<file path="config.mk">
export PLATFORM = sky130hd
export DESIGN_NAME = cipher_cfg_loader
export DESIGN_NICKNAME = d
export VERILOG_FILES = /design/src/rtl/cipher_cfg_pkg.sv /design/src/rtl/cfg_key_shreg.sv /design/src/rtl/cipher_cfg_loader.sv
export SDC_FILE = /design/constraint.sdc
export NUM_CORES = 1
export LEC_CHECK = 0
export CORE_UTILIZATION = 61
export CTS_CLUSTER_SIZE = 16
export DETAILED_ROUTE_END_ITERATION = 10
export GPL_TIMING_DRIVEN = 0
export PLACE_DENSITY = 0.93
export SYNTH_ARGS = -nofsm -noshare
export SYNTH_HDL_FRONTEND = slang
export SYNTH_SLANG_ARGS = --single-unit
</file>
<file path="constraint.sdc">
create_clock -name clk -period 5.2 [get_ports clk]
set_input_delay 0.52 -clock clk [delete_from_list [all_inputs] [get_ports clk]]
set_output_delay 0.52 -clock clk [all_outputs]
set_load 0.03 [all_outputs]
</file>
<file path="src/rtl/cipher_cfg_pkg.sv">
// Shared types and constants for the cipher configuration loader.
package cipher_cfg_pkg;

   localparam int CIPHER_KEY_W = 32;
   localparam int CFG_BYTE_W   = 8;

   typedef enum logic [1:0] {
      IDLE    = 2'd0,
      COLLECT = 2'd1,
      LOAD    = 2'd2,
      VERIFY  = 2'd3
   } cfg_state_t;

endpackage

</file>
<file path="src/rtl/cfg_key_shreg.sv">
// Key holding register: byte-parallel load at a byte index (MSB byte = index 0),
// MSB-first serial output, recirculating on shift so the key survives a pass.
module cfg_key_shreg
   import cipher_cfg_pkg::*;
#(
   parameter int M    = CIPHER_KEY_W,
   parameter int IDXW = $clog2(M / CFG_BYTE_W) + 1
) (
   input  logic                  clk,
   input  logic                  rst_n,
   input  logic                  i_load,
   input  logic [IDXW-1:0]       i_idx,
   input  logic [CFG_BYTE_W-1:0] i_byte,
   input  logic                  i_shift,
   output logic                  o_msb
);

   localparam int NB = M / CFG_BYTE_W;

   logic [M-1:0] r_key;

   always_ff @(posedge clk or negedge rst_n) begin
      if (!rst_n) begin
         r_key <= '0;
      end else if (i_shift) begin
         r_key <= {r_key[M-2:0], r_key[M-1]};
      end else if (i_load) begin
         for (int i = 0; i < NB; i++) begin
            if (i_idx == IDXW'(i)) begin
               r_key[M-1-CFG_BYTE_W*i -: CFG_BYTE_W] <= i_byte;
            end
         end
      end
   end

   assign o_msb = r_key[M-1];

endmodule

</file>
<file path="src/rtl/cipher_cfg_loader.sv">
// Byte-stream key collector and serial loader for the cipher cfg chain.
// Optional read-back pass enabled by CIPHER_CFG_LOADER_VERIFY_EN.
//
// state   | meaning
// IDLE    | waiting for first key byte; key_valid reflects last load
// COLLECT | accepting remaining key bytes, MSB byte first
// LOAD    | M cycles shifting key into the chain, MSB first
// VERIFY  | M more cycles re-shifting while comparing chain tail
module cipher_cfg_loader
   import cipher_cfg_pkg::*;
#(
   parameter int M = CIPHER_KEY_W
) (
   input  logic                  clk,
   input  logic                  rst_n,
   input  logic [CFG_BYTE_W-1:0] byte_i,
   input  logic                  byte_valid_i,
   output logic                  byte_ready_o,
   input  logic                  abort_i,
   output logic                  cfg_en_o,
   output logic                  cfg_o,
   input  logic                  cfg_ret_i,
   output logic                  key_valid_o,
   output logic                  busy_o,
   output logic                  done_o,
   output logic                  err_o
);

   localparam int NB  = M / CFG_BYTE_W;
   localparam int BCW = $clog2(NB) + 1;
   localparam int BW  = $clog2(M);

   cfg_state_t r_state, w_state_nxt;
   logic [BCW-1:0] r_byte_cnt, w_byte_cnt_nxt;
   logic [BW-1:0]  r_bit_cnt, w_bit_cnt_nxt;
   logic r_cfg_en, w_cfg_en_nxt;
   logic r_key_valid, w_key_valid_nxt;
   logic r_done, w_done_nxt;
   logic w_accept, w_load_byte, w_shift, w_key_msb, w_pass_end;
`ifdef CIPHER_CFG_LOADER_VERIFY_EN
   logic r_err, w_err_nxt;
   logic r_flag, w_flag_nxt;
`else
   logic w_unused_ret;
   assign w_unused_ret = cfg_ret_i;
`endif

   assign byte_ready_o = (r_state == IDLE) || (r_state == COLLECT);
   assign busy_o       = (r_state != IDLE);
   assign w_accept     = byte_valid_i && byte_ready_o;
   assign w_pass_end   = (r_bit_cnt == BW'(M - 1));

   always_comb begin
      w_state_nxt     = r_state;
      w_byte_cnt_nxt  = r_byte_cnt;
      w_bit_cnt_nxt   = r_bit_cnt;
      w_key_valid_nxt = r_key_valid;
      w_done_nxt      = 1'b0;
      w_load_byte     = 1'b0;
      w_shift         = 1'b0;
`ifdef CIPHER_CFG_LOADER_VERIFY_EN
      w_err_nxt       = r_err;
      w_flag_nxt      = r_flag;
`endif
      if (abort_i) begin
         w_state_nxt     = IDLE;
         w_key_valid_nxt = 1'b0;
         w_byte_cnt_nxt  = '0;
         w_bit_cnt_nxt   = '0;
      end else begin
         case (r_state)
            IDLE, COLLECT: begin
               if (w_accept) begin
                  w_load_byte = 1'b1;
                  if (r_state == IDLE) begin
                     w_key_valid_nxt = 1'b0;
`ifdef CIPHER_CFG_LOADER_VERIFY_EN
                     w_err_nxt       = 1'b0;
`endif
                  end
                  if (r_byte_cnt == BCW'(NB - 1)) begin
                     w_state_nxt    = LOAD;
                     w_byte_cnt_nxt = '0;
                     w_bit_cnt_nxt  = '0;
`ifdef CIPHER_CFG_LOADER_VERIFY_EN
                     w_flag_nxt     = 1'b0;
`endif
                  end else begin
                     w_state_nxt    = COLLECT;
                     w_byte_cnt_nxt = r_byte_cnt + 1'b1;
                  end
               end
            end
            LOAD: begin
               w_shift       = 1'b1;
               w_bit_cnt_nxt = w_pass_end ? '0 : r_bit_cnt + 1'b1;
               if (w_pass_end) begin
`ifdef CIPHER_CFG_LOADER_VERIFY_EN
                  w_state_nxt = VERIFY;
`else
                  w_state_nxt     = IDLE;
                  w_done_nxt      = 1'b1;
                  w_key_valid_nxt = 1'b1;
`endif
               end
            end
`ifdef CIPHER_CFG_LOADER_VERIFY_EN
            VERIFY: begin
               // chain tail is combinational, so it lines up with the bit being re-sent
               w_shift       = 1'b1;
               w_flag_nxt    = r_flag | (cfg_ret_i != w_key_msb);
               w_bit_cnt_nxt = w_pass_end ? '0 : r_bit_cnt + 1'b1;
               if (w_pass_end) begin
                  w_state_nxt     = IDLE;
                  w_done_nxt      = 1'b1;
                  w_err_nxt       = w_flag_nxt;
                  w_key_valid_nxt = !w_flag_nxt;
               end
            end
`endif
            default: w_state_nxt = IDLE;
         endcase
      end
      w_cfg_en_nxt = (w_state_nxt == LOAD) || (w_state_nxt == VERIFY);
   end

   always_ff @(posedge clk or negedge rst_n) begin
      if (!rst_n) begin
         r_state     <= IDLE;
         r_byte_cnt  <= '0;
         r_bit_cnt   <= '0;
         r_cfg_en    <= 1'b0;
         r_key_valid <= 1'b0;
         r_done      <= 1'b0;
`ifdef CIPHER_CFG_LOADER_VERIFY_EN
         r_err       <= 1'b0;
         r_flag      <= 1'b0;
`endif
      end else begin
         r_state     <= w_state_nxt;
         r_byte_cnt  <= w_byte_cnt_nxt;
         r_bit_cnt   <= w_bit_cnt_nxt;
         r_cfg_en    <= w_cfg_en_nxt;
         r_key_valid <= w_key_valid_nxt;
         r_done      <= w_done_nxt;
`ifdef CIPHER_CFG_LOADER_VERIFY_EN
         r_err       <= w_err_nxt;
         r_flag      <= w_flag_nxt;
`endif
      end
   end

   cfg_key_shreg #(
      .M    (M),
      .IDXW (BCW)
   ) u_key (
      .clk     (clk),
      .rst_n   (rst_n),
      .i_load  (w_load_byte),
      .i_idx   (r_byte_cnt),
      .i_byte  (byte_i),
      .i_shift (w_shift),
      .o_msb   (w_key_msb)
   );

   assign cfg_en_o    = r_cfg_en;
   assign cfg_o       = w_key_msb;
   assign key_valid_o = r_key_valid;
   assign done_o      = r_done;
`ifdef CIPHER_CFG_LOADER_VERIFY_EN
   assign err_o       = r_err;
`else
   assign err_o       = 1'b0;
`endif

endmodule

</file>
# After elaboration in Yosys (flattened, before gate mapping)
# Cells that the tools add are included.
[word_totals] regBits=45 latch_bits=0 mem_bits_rw=0 mem_bits_ro=0 input_bits=13 out_inout_bits=7 word_cells=79 memories=0
[classes] addsub=2 multipliers=0 n_div=0 n_lt_le_gt_ge=0 n_eq_ne=12 shifts=0 n_mux=33 bitwise=0 reduce_logical=22
[op_table] cell="$mux W32" n=2
[op_table] cell="$mux W8" n=4
[op_table] cell="$mux W5" n=4
[op_table] cell="$reduce_bool A2 Y1" n=8
[op_table] cell="$mux W1" n=12
[op_table] cell="$mux W3" n=4
[op_table] cell="$ne A3 B3 Y1 const B" n=4
[op_table] cell="$pmux W5 S2" n=1
[op_table] cell="$reduce_and A2 Y1" n=5
[op_table] cell="$mux W2" n=4
[op_table] cell="$eq A2 B2 Y1 const B" n=3
[op_table] cell="$eq A3 B2 Y1 const B" n=2
[op_table] cell="$add A5 B1 Y5 const B" n=1
[op_table] cell="$eq A5 B5 Y1 const B" n=1
[op_table] cell="$pmux W2 S2" n=1
[op_table] cell="$reduce_and A4 Y1" n=1
[op_table] cell="$add A3 B1 Y3 const B" n=1
[op_table] cell="$eq A3 B1 Y1 const B" n=1
[op_table] cell="$logic_not A3 Y1" n=1
[op_table] cell="$reduce_and A3 Y1" n=1
[op_table] cell="$reduce_bool A3 Y1" n=1
[op_table] cell="$eq A2 B1 Y1 const B" n=1
[op_table] cell="$logic_not A2 Y1" n=1
[op_table] cell="$logic_or A1 B1 Y1" n=2
[op_table] cell="other kinds (3)" n=3

# Longest topological paths before layout
[logic_depth] word_depth=8 depth_mapped=6 ltp_nobuf=6

# Hierarchy
# Synthesis repeated with hierarchy kept, for this count alone.
[hier_totals] hier_cells=203 area_unflattened_um2=2179.6
[by_module_without_submodules] mod="cfg_key_shreg" instances=1 cells_per_inst=143 area_per_inst_um2=1527.7 seq_area_each_um2=800.8
[by_module_without_submodules] mod="cipher_cfg_loader" instances=1 cells_per_inst=60 area_per_inst_um2=651.9 seq_area_each_um2=325.3

# Worst setup path after synthesis
# Ideal clock, no wire load.
[synth_timing] kind="flip-flop to flip-flop" startpoint="register r_bit_cnt[0]" endpoint="register r_bit_cnt[3]" setup_time_ns=0.082 t_arrival_ns=1.700 slack_ns=3.418 stages_incl_launch_ff=7 path_buffers=0 period_less_slack_ns=1.782 cell_sequence="dfrtp_1 ha_1 and3_1 ha_1 nor4b_2 a41oi_1 a31oi_1"
[synth_between] elab_chain_cells=4 word_cells_on_any_way=5 cone_classes="add/sub (1); eq/ne (1); mux (3)"
[synth_lines] element="from (decl)" line="cipher_cfg_loader.sv:35" rtl="logic [BW-1:0] r_bit_cnt, w_bit_cnt_nxt;"
[synth_lines] element="from (signal assigned)" line="cipher_cfg_loader.sv:142" rtl="r_bit_cnt <= w_bit_cnt_nxt;"
[synth_lines] element="$add A5 B1 Y5 or $eq A5 B5 Y1 (tied branches)" line="cipher_cfg_loader.sv:96, cipher_cfg_loader.sv:51"
[synth_lines] element="$mux W5 (*)" line="cipher_cfg_loader.sv:96" rtl="w_bit_cnt_nxt = w_pass_end ? '0 : r_bit_cnt + 1'b1;"
[synth_lines] element="$pmux W5 S2 (*)" line="cipher_cfg_loader.sv:71" rtl="case (r_state)"
[synth_lines] element="$mux W5 (*)" line="cipher_cfg_loader.sv:65" rtl="if (abort_i) begin"
# Every way passes the cells marked *; elsewhere a longest branch is shown, timed or not.
# A chain may end at the register's enable or synchronous reset.

# Final worst setup path
[layout_timing] startpoint="register r_state[1]" endpoint="output busy_o"
[layout_between] elab_chain_cells=1
[layout_lines] element="from (decl)" line="cipher_cfg_loader.sv:33" rtl="cfg_state_t r_state, w_state_nxt;"
[layout_lines] element="from (signal assigned)" line="cipher_cfg_loader.sv:140" rtl="r_state <= w_state_nxt;"
[layout_lines] element="$reduce_bool A2 Y1" line="cipher_cfg_loader.sv:49" rtl="assign busy_o = (r_state != IDLE);"
[layout_lines] element="to (decl)" line="cipher_cfg_loader.sv:24" rtl="output logic busy_o,"
# Every way passes these cells.

==> reports/qor.yml <==
grt_first_pass_wirelength_um: 8890
drt_iter0_markers: 190
tightestPinTransition_ns: 0.551
synth_seq_area_share_pct: 48.3
route.vias.total: 1856
fp.dieW_um: 63.9
yosysWarnings: 0
reg2reg_depth: 6
synthSimpleGateAreaFrac_pct: 23.5
tns_ns: 0
grt_setup_unrepaired: "false"
ys_seq_elements: 45
synth_fa_ha_area_share_pct: 3.22
synth_area_per_cell_sq_um: 10.5
syn_inst: 222
grtUsageTotal_pct: 28.7
hold_viol_final: 0
ant_nets: 0
max_freq_ghz: 0.426
ctsResizeCount: 0
area.growth.synth_to_final_pct: 13.7
fillCellCount: 261
final_cell_mix: "dfrtp_1, and3_1, a221o_1"
async_flop_share_pct: 100
end_kind: "primary output"
clk_pin_slew_worst_paths_ns: 0.08
drt-total-wl_um: 5250
finalNonFillerCells: 294
clock-sinks: 45
place_ws_ns: 2.85
insertedDiodeCount: 0
required_ns: 4.68
cp_slowest_stage_delay_ns: 0.59
pin_count: 20
setup_viol: 0
fp.coreArea_sq_um: 3660
peakVddDrop_mv: 0.233
rows: 22
grt_pass1_vias: 1824
crit_type: "reg2out"
drc_errors: 0
multiInputGateArea_sq_um: 1090
cap_violations: 0
post_cts_buffers: 0
fin_nets: 266
power.share.sequential_pct: 54.9
numCtsBuffers: 5
synth_xor_area_share_pct: 0
worst_setup_path_start_kind: "flop"
layout_commonest_cell: "dfrtp_1"
synth_area_sq_um: 2330
finalCriticalPeriod_ns: 2.35
leakagePower_uw: 0.00127
root_buffer: "clkbuf_8"
path_max_fanout: 10
regArea_sq_um: 1130
path_cells: "clkbuf_2 > or2_2 > clkdlybuf4s50_1"
timing.final.ws_setup_ns: 2.85
dp_cells: 288
buffer_ports.inserted: 17
crit_arrival_ns: 1.83
grt-ovfl-total: 0
gp_congestion: 0.867
layout-drive-gt1-share_pct: 11.4
power.total_uw: 837
cts-htree-levels: 2
slew_headroom_pct: 63.1
tritoncts: "yes"
synth_nets: 241
swShare_pct: 28.0
initial_core_util_pct: 63.7
synthMuxAreaShare_pct: 0.483
hp-class: "in2async"
dieArea_sq_um: 4080
wl_per_cell_um: 17.9
finalMaxSlewViolations: 0
fp.dieH_um: 63.9
switchingPower_uw: 234
status: "finished clean"
hold_buffers: 0
synth_top_family_by_area: "simple AND/OR/NAND/NOR gates"
synth_edf_count: 0
internal-power_uw: 602
grt_max_degree: 27
ys.flop_type: "dfrtp_1"
p_comb_share_pct: 20.9
synth.distinct_cells: 36
cts_max_path_buffers: 2
clkPwrFrac_pct: 24.2
detailedPlacementHpwl_um: 3670
clk_latency_ns: 0.30
synth_compound_area_share_pct: 19.6
fin_skew_ns: 0.0105
fin_crit_sh_pct: 45.2
power-per-cell-area_nw_per_um2: 315
antenna_found_initial: 0
crit_path_top_delay_cell: "clkdlybuf4s50_1"
dr.pass1.iters: 4
vias_per_cell: 6.31
[through the flow]
| step | utilization, % | hold slack [ns] | cell area [sq um] |
|---|---|---|---|
| after floorplan | - | 0.224 | 2330 |
| after global placement | 70.0 | 0.473 | 2560 |
| after detailed placement | 70.4 | 0.487 | 2580 |
| after CTS | 72.5 | 0.180 | 2650 |
| after global routing | 72.5 | 0.195 | 2650 |
| final | 72.5 | 0.164 | 2650 |
[per-layer routing]
layer / global-route usage, % / vias to the layer above / part of all wire [%]
li1: - / 873 / -
met1: 38.7 / 898 / 44
met2: 45.2 / 68 / 47
met3: 4.64 / 17 / 5.2
met4: 13.4 / 0 / 3.4
met5: 0 / - / 0
[logic make-up after synthesis]
group | Yosys count
other | 1
and+or+nand+nor | 88
adders and majority gates | 6
AOI/OAI and AO/OA | 62
buffers and inverters | 19
DFF | 45
muxes | 1
[cell usage after synthesis (2+ instances only)]
cell / count / area [sq um]
a21oi_1: 14 / 70.1
a221o_1: 24 / 240
a22o_1: 2 / 17.5
a31oi_1: 10 / 62.6
and2_0: 13 / 81.3
and2_1: 10 / 62.6
and2_2: 2 / 15.0
and3_1: 25 / 156
buf_2: 5 / 25.0
buf_6: 4 / 45.0
clkbuf_1: 3 / 11.3
dfrtp_1: 45 / 1130
ha_1: 6 / 75.1
inv_1: 4 / 15.0
nand2_1: 7 / 26.3
nand2b_1: 3 / 18.8
nand3_1: 3 / 15.0
nor2_1: 12 / 45.0
nor2b_1: 3 / 18.8
nor3_1: 2 / 10.0
o21ai_0: 10 / 50.1
[path summary, 6_finish.rpt]
path | end | startpoint | slack (ns)
max | busy_o | r_state[1]$_DFF_PN0_ | 2.85
min | u_key.r_key[25]$_DFFE_PN0P_ | rst_n | 0.16
max reg2reg | r_bit_cnt[3]$_DFFE_PN0P_ | r_bit_cnt[0]$_DFFE_PN0P_ | 3.17
min reg2reg | u_key.r_key[31]$_DFFE_PN0P_ | u_key.r_key[30]$_DFFE_PN0P_ | 0.51
max in group asynchronous | u_key.r_key[7]$_DFFE_PN0P_ | rst_n | 4.52
min in group clk | u_key.r_key[31]$_DFFE_PN0P_ | u_key.r_key[30]$_DFFE_PN0P_ | 0.51
[registers in the layout, summed over array words and instances (netlist names)]
| register | flops |
|---|---|
| key_valid_o | 1 |
| done_o | 1 |
| r_bit_cnt | 5 |
| u_key.r_key | 32 |
| r_byte_cnt | 3 |
| cfg_en_o | 1 |
| r_state | 2 |
[power by group through the flow]
stage                     Combinational, uW  Sequential (uW)  Clock (uW)
after floorplan                         122              452           0
after global placement                  162              460           0
after detailed placement                173              463           0
after CTS                               175              457         204
after global routing                    191              466         217
final                                   175              459         202
[critical path, delay by kind of cell (launching register included)]
kind                   cells  cell delay, ns
buffers and inverters      2            0.80
AND/OR/NAND/NOR            1            0.29
flip-flops                 1            0.44
[layout make-up]
cell class                 count  area share [%]
sequential                    45            42.5
multi-input combinational    158            41.3
timing repair buffer          18            6.98
buffer                        14            3.54
clock buffer                   5            2.59
tap                           48            2.26
inverter                       5           0.708
clock inverter                 1           0.189
Note: power is estimated with default switching activity, not from simulation.
